$ cat config.mk
export PLATFORM = sky130hd
export DESIGN_NAME = frame_start_tx
export DESIGN_NICKNAME = d
export VERILOG_FILES = /design/src/rtl/frame_start_tx.sv
export SDC_FILE = /design/constraint.sdc
export NUM_CORES = 1
export LEC_CHECK = 0
export ABC_AREA = 0
export CAP_MARGIN = 10
export CORE_ASPECT_RATIO = 1.2
export CORE_UTILIZATION = 30
export CTS_CLUSTER_SIZE = 24
export DETAILED_ROUTE_END_ITERATION = 16
export GPL_TIMING_DRIVEN = 0
export PLACE_DENSITY_LB_ADDON = 0.08
export SYNTH_ARGS = -nofsm -noshare
export SYNTH_HDL_FRONTEND = slang
export SYNTH_SLANG_ARGS = --single-unit
$ cat constraint.sdc
create_clock -name i_clk -period 4 [get_ports i_clk]
set_clock_uncertainty 0.1 [all_clocks]
set_input_delay 0.6 -clock i_clk [delete_from_list [all_inputs] [get_ports i_clk]]
set_output_delay 0.6 -clock i_clk [all_outputs]
set_load 0.005 [all_outputs]
$ cat src/rtl/frame_start_tx.sv
// frame_start_tx: transmit-side frame sequencer.
// Each frame is a fixed pattern read from an external combinational ROM,
// followed by a fixed-length payload taken from a valid/ready source. Words
// leave through one registered valid/ready stream that carries SOF/EOF markers.
module frame_start_tx #(
  parameter int PAT_LEN     = 64,
  parameter int PAYLOAD_LEN = 256,
  parameter int DATA_W      = 16
) (
  input  logic              i_clk,
  input  logic              i_rst,
  input  logic              i_start,
  output logic              o_busy,
  output logic [5:0]        o_rom_index,
  input  logic [DATA_W-1:0] i_rom_data,
  input  logic [DATA_W-1:0] i_pl_data,
  input  logic              i_pl_valid,
  output logic              o_pl_ready,
  output logic [DATA_W-1:0] o_data,
  output logic              o_valid,
  input  logic              i_ready,
  output logic              o_sof,
  output logic              o_eof,
  output logic              o_done
);

  localparam int              PL_W     = $clog2(PAYLOAD_LEN + 1);
  localparam logic [6:0]      PAT_LAST = 7'(PAT_LEN - 1);
  localparam logic [PL_W-1:0] PL_LAST  = PL_W'(PAYLOAD_LEN - 1);

  typedef enum logic [1:0] {
    S_IDLE,
    S_PATTERN,
    S_PAYLOAD,
    S_DRAIN
  } state_t;

  state_t            state_q, state_d;
  logic [6:0]        pat_cnt_q, pat_cnt_d;
  logic [PL_W-1:0]   pl_cnt_q, pl_cnt_d;
  // ROM address is kept separately so it can hold its last value once the
  // pattern counter has moved past the final index.
  logic [5:0]        rom_idx_q, rom_idx_d;
  logic [DATA_W-1:0] data_q, data_d;
  logic              valid_q, valid_d;
  logic              sof_q, sof_d;
  logic              eof_q, eof_d;
  logic              done_q, done_d;
  logic              pl_ready;
  logic              slot_free;

  // The output register can take a new word when it is empty or being drained.
  assign slot_free = !valid_q || i_ready;

  assign o_busy      = (state_q != S_IDLE);
  assign o_rom_index = rom_idx_q;
  assign o_pl_ready  = pl_ready;
  assign o_data      = data_q;
  assign o_valid     = valid_q;
  assign o_sof       = sof_q;
  assign o_eof       = eof_q;
  assign o_done      = done_q;

  // State and datapath registers; reset aborts any frame in flight.
  always_ff @(posedge i_clk or posedge i_rst) begin
    if (i_rst) begin
      state_q   <= S_IDLE;
      pat_cnt_q <= '0;
      pl_cnt_q  <= '0;
      rom_idx_q <= '0;
      data_q    <= '0;
      valid_q   <= 1'b0;
      sof_q     <= 1'b0;
      eof_q     <= 1'b0;
      done_q    <= 1'b0;
    end else begin
      state_q   <= state_d;
      pat_cnt_q <= pat_cnt_d;
      pl_cnt_q  <= pl_cnt_d;
      rom_idx_q <= rom_idx_d;
      data_q    <= data_d;
      valid_q   <= valid_d;
      sof_q     <= sof_d;
      eof_q     <= eof_d;
      done_q    <= done_d;
    end
  end

  // Next-state logic: pattern words, then payload words, then wait for the
  // final word to be taken before pulsing done.
  always_comb begin
    state_d   = state_q;
    pat_cnt_d = pat_cnt_q;
    pl_cnt_d  = pl_cnt_q;
    rom_idx_d = rom_idx_q;
    data_d    = data_q;
    valid_d   = valid_q;
    sof_d     = sof_q;
    eof_d     = eof_q;
    done_d    = 1'b0;
    pl_ready  = 1'b0;

    case (state_q)
      S_IDLE: begin
        if (i_start) begin
          state_d   = S_PATTERN;
          pat_cnt_d = '0;
          pl_cnt_d  = '0;
          rom_idx_d = '0;
        end
      end

      S_PATTERN: begin
        if (slot_free) begin
          data_d    = i_rom_data;
          valid_d   = 1'b1;
          sof_d     = (pat_cnt_q == 7'd0);
          eof_d     = 1'b0;
          pat_cnt_d = pat_cnt_q + 7'd1;
          if (pat_cnt_q == PAT_LAST) begin
            state_d = S_PAYLOAD;
          end else begin
            rom_idx_d = rom_idx_q + 6'd1;
          end
        end
      end

      S_PAYLOAD: begin
        pl_ready = slot_free;
        if (slot_free) begin
          if (i_pl_valid) begin
            data_d   = i_pl_data;
            valid_d  = 1'b1;
            sof_d    = 1'b0;
            eof_d    = (pl_cnt_q == PL_LAST);
            pl_cnt_d = pl_cnt_q + 1'b1;
            if (pl_cnt_q == PL_LAST) begin
              state_d = S_DRAIN;
            end
          end else begin
            // Source starved: emit a bubble rather than stall the link.
            valid_d = 1'b0;
          end
        end
      end

      S_DRAIN: begin
        if (valid_q && i_ready) begin
          valid_d = 1'b0;
          done_d  = 1'b1;
          state_d = S_IDLE;
        end
      end

      default: begin
        state_d = S_IDLE;
      end
    endcase
  end

endmodule

==> metrics.yaml <==
slowest_stage: "clkdlybuf4s50_1"
vias_per_cell: 5.03
dpl_cell_area_um2: 3140
fp.dieArea_um2: 8240
sw_frac_of_total_pct: 38.0
p_clk_share_pct: 16.5
pre_cts_slack_ns: 1.29
rsz0062_at_grt: "no"
detail_route.wl_per_cell_um: 13.8
core_um2: 7660
p_switching_w: 0.000798
fmax_mhz: 337
final_common_cell: "clkdlybuf4s50_1"
maxCapViolCount: 0
total_leakage_power_nw: 1.34
syn_avg_cell_area_um2: 9.65
worst_pin_slew_ns: 0.674
status: "completed"
fin_crit_ns: 2.97
async_flop_share_pct: 100
syn_inst: 245
synth_nets: 292
power_density_nw_per_um2: 646
cts-root-buf: "clkbuf_8"
finish.net_count: 364
post_cts_resize_count: 0
cts_tree: "built"
min_path_type: "reg -> reg"
htreeDepth: 2
route.detailed.drc: 0
ys.flop_type: "dfrtp_1"
grt_pass1_wl_mm: 9.74
hold_violations: 0
yosys_warnings: 0
criticalPathCategory: "reg -> out"
worst_slack_ns: 1.03
first_pass_iters: 6
peakVddDrop_mv: 0.286
drtIter0Drc: 68
path_buf_inv: 4
finalSetupTns_ns: 0
via_count: 2064
final_util_pct: 42.4
diodes: 0
fin_area_um2: 3250
critPathLaunchType: "flop"
critPathArrivalTime_ns: 2.27
cp_max_fo: 10
drtAntennaViolNets: 0
place_congestion: 0.773
postCtsHoldBufs: 0
clk_latency_ns: 0.30
drive_gt1_share_pct: 6.29
seqPwrFrac_pct: 32.8
pwr-share-comb_pct: 50.7
netlist-cell-type-count: 37
intPower_w: 0.00130
ys_ff_latch: 44
crit_family: "buffers and inverters"
hold_slack_ns: 0.411
overflow: 0
die_h_um: 99.3
die_w_um: 83.1
cts_setup_buffers: 0
area_growth_pct: 37.5
clkSinkCount: 44
crit_required_ns: 3.30
cp-end-kind: "primary output"
cp_common_cell: "inv_1"
grt.total_usage_pct: 14.5
cp_cell_sequence: "inv_1, ha_1, clkbuf_1, inv_1, nor2_1, clkdlybuf4s50_1"
clk_pin_slew_ns: 0.09
io_buffers: 64
setup_violations: 0
numCtsBuffers: 5
pin_count: 65
grt_max_degree: 28
slew_violations: 0
antenna_found_initial: 0
clock_path_buffers: 2
synth_edf_count: 0
start_util_pct: 30.9
critPathMaxStageDelay_ns: 0.52
grt_pass1_vias: 2061
seq_area_frac_synth_pct: 46.6
finalWirelength_mm: 5.64
period_share_pct: 74.1
mostFrequentLayoutCells: "clkdlybuf4s50_1 (64), dfrtp_1 (44), nor2_1 (25)"
row_count: 35
syn_area_um2: 2360
hpwl_mm: 4.20
slew-limit-headroom_pct: 55.1
==> cell families after synthesis <==
family | synth area share [%]
DFF | 46.6
and+or+nand+nor | 16.9
muxes | 9.47
AOI/OAI and AO/OA | 17.6
adders and majority gates | 5.29
buffers and inverters | 4.13
==> state kept, by name (all words and copies together) (netlist names) <==
name / cells
o_eof: 1
o_data: 16
o_valid: 1
o_rom_index: 6
o_sof: 1
pat_cnt_q: 7
pl_cnt_q: 9
o_done: 1
state_q: 2
==> cell type report <==
type | count | area [µm²]
Buffer | 11 | 52.6
Clock buffer | 5 | 68.8
Clock inverter | 3 | 42.5
Fill cell | 768 | 4410
Inverter | 12 | 45.0
Multi-Input combinational cell | 178 | 1170
Sequential cell | 44 | 1100
Tap cell | 92 | 115
Timing Repair Buffer | 65 | 661
==> synthesized netlist by cell type (2+ instances only) <==
library cell | number | area (µm²)
clkbuf_1 | 7 | 26.3
mux2i_1 | 19 | 190
nand2b_1 | 4 | 25.0
or4_1 | 4 | 30.0
or3_1 | 4 | 25.0
nor2_1 | 25 | 93.8
nor4_1 | 2 | 12.5
nand3_1 | 9 | 45.0
inv_1 | 12 | 45.0
o21ai_0 | 21 | 105
nor2b_1 | 2 | 12.5
o31ai_1 | 11 | 82.6
a31oi_1 | 2 | 12.5
a21oi_1 | 22 | 110
and3_1 | 3 | 18.8
mux2_2 | 3 | 33.8
nor3_1 | 3 | 15.0
buf_2 | 3 | 15.0
a22o_1 | 2 | 17.5
dfrtp_1 | 44 | 1100
o41ai_1 | 3 | 26.3
and2_1 | 2 | 12.5
ha_1 | 10 | 125
a21boi_1 | 2 | 15.0
nand2_1 | 13 | 48.8
nand4_1 | 2 | 12.5
==> layer usage <==
layer  up-vias  GRT usage, %  share of wire [%]
met4         0          4.77                1.2
li1       1024             -                  -
met2        53          25.0                 49
met1       981          17.9                 45
met3         6          3.49                5.0
met5         -             0                  0
==> stage by stage <==
step | power, W | instances
after global routing | 0.00228 | 410
after detailed placement | 0.00178 | 402
after CTS | 0.00214 | 410
after floorplan | 0.00131 | 245
final | 0.00210 | 410
after global placement | 0.00177 | 401
==> final timing paths <==
| kind | from | end | slack (ns) | cells after the start |
|---|---|---|---|---|
| worst max-delay path | state_q[0] | o_pl_ready | 1.03 | 6 |
| worst min-delay path | pl_cnt_q[4] | pl_cnt_q[4] | 0.41 | 1 |
| worst max register to register | state_q[0] | o_data[11] | 1.52 | 8 |
| worst min register to register | pl_cnt_q[4] | pl_cnt_q[4] | 0.41 | 1 |
| max in group asynchronous | i_rst | o_rom_index[3] | 2.81 | 3 |
| min in group asynchronous | i_rst | o_data[12] | 0.49 | 2 |
==> power by group through the flow <==
stage          Clock (W)  Combinational, W  Sequential [W]
6_report        0.000347           0.00106        0.000690
5_1_grt         0.000376           0.00120        0.000710
4_1_cts         0.000359           0.00109        0.000691
3_5_place_dp           0           0.00109        0.000695
3_3_place_gp           0           0.00108        0.000694
2_1_floorplan          0          0.000620        0.000691
No activity file was read; power rests on OpenSTA's default activity.
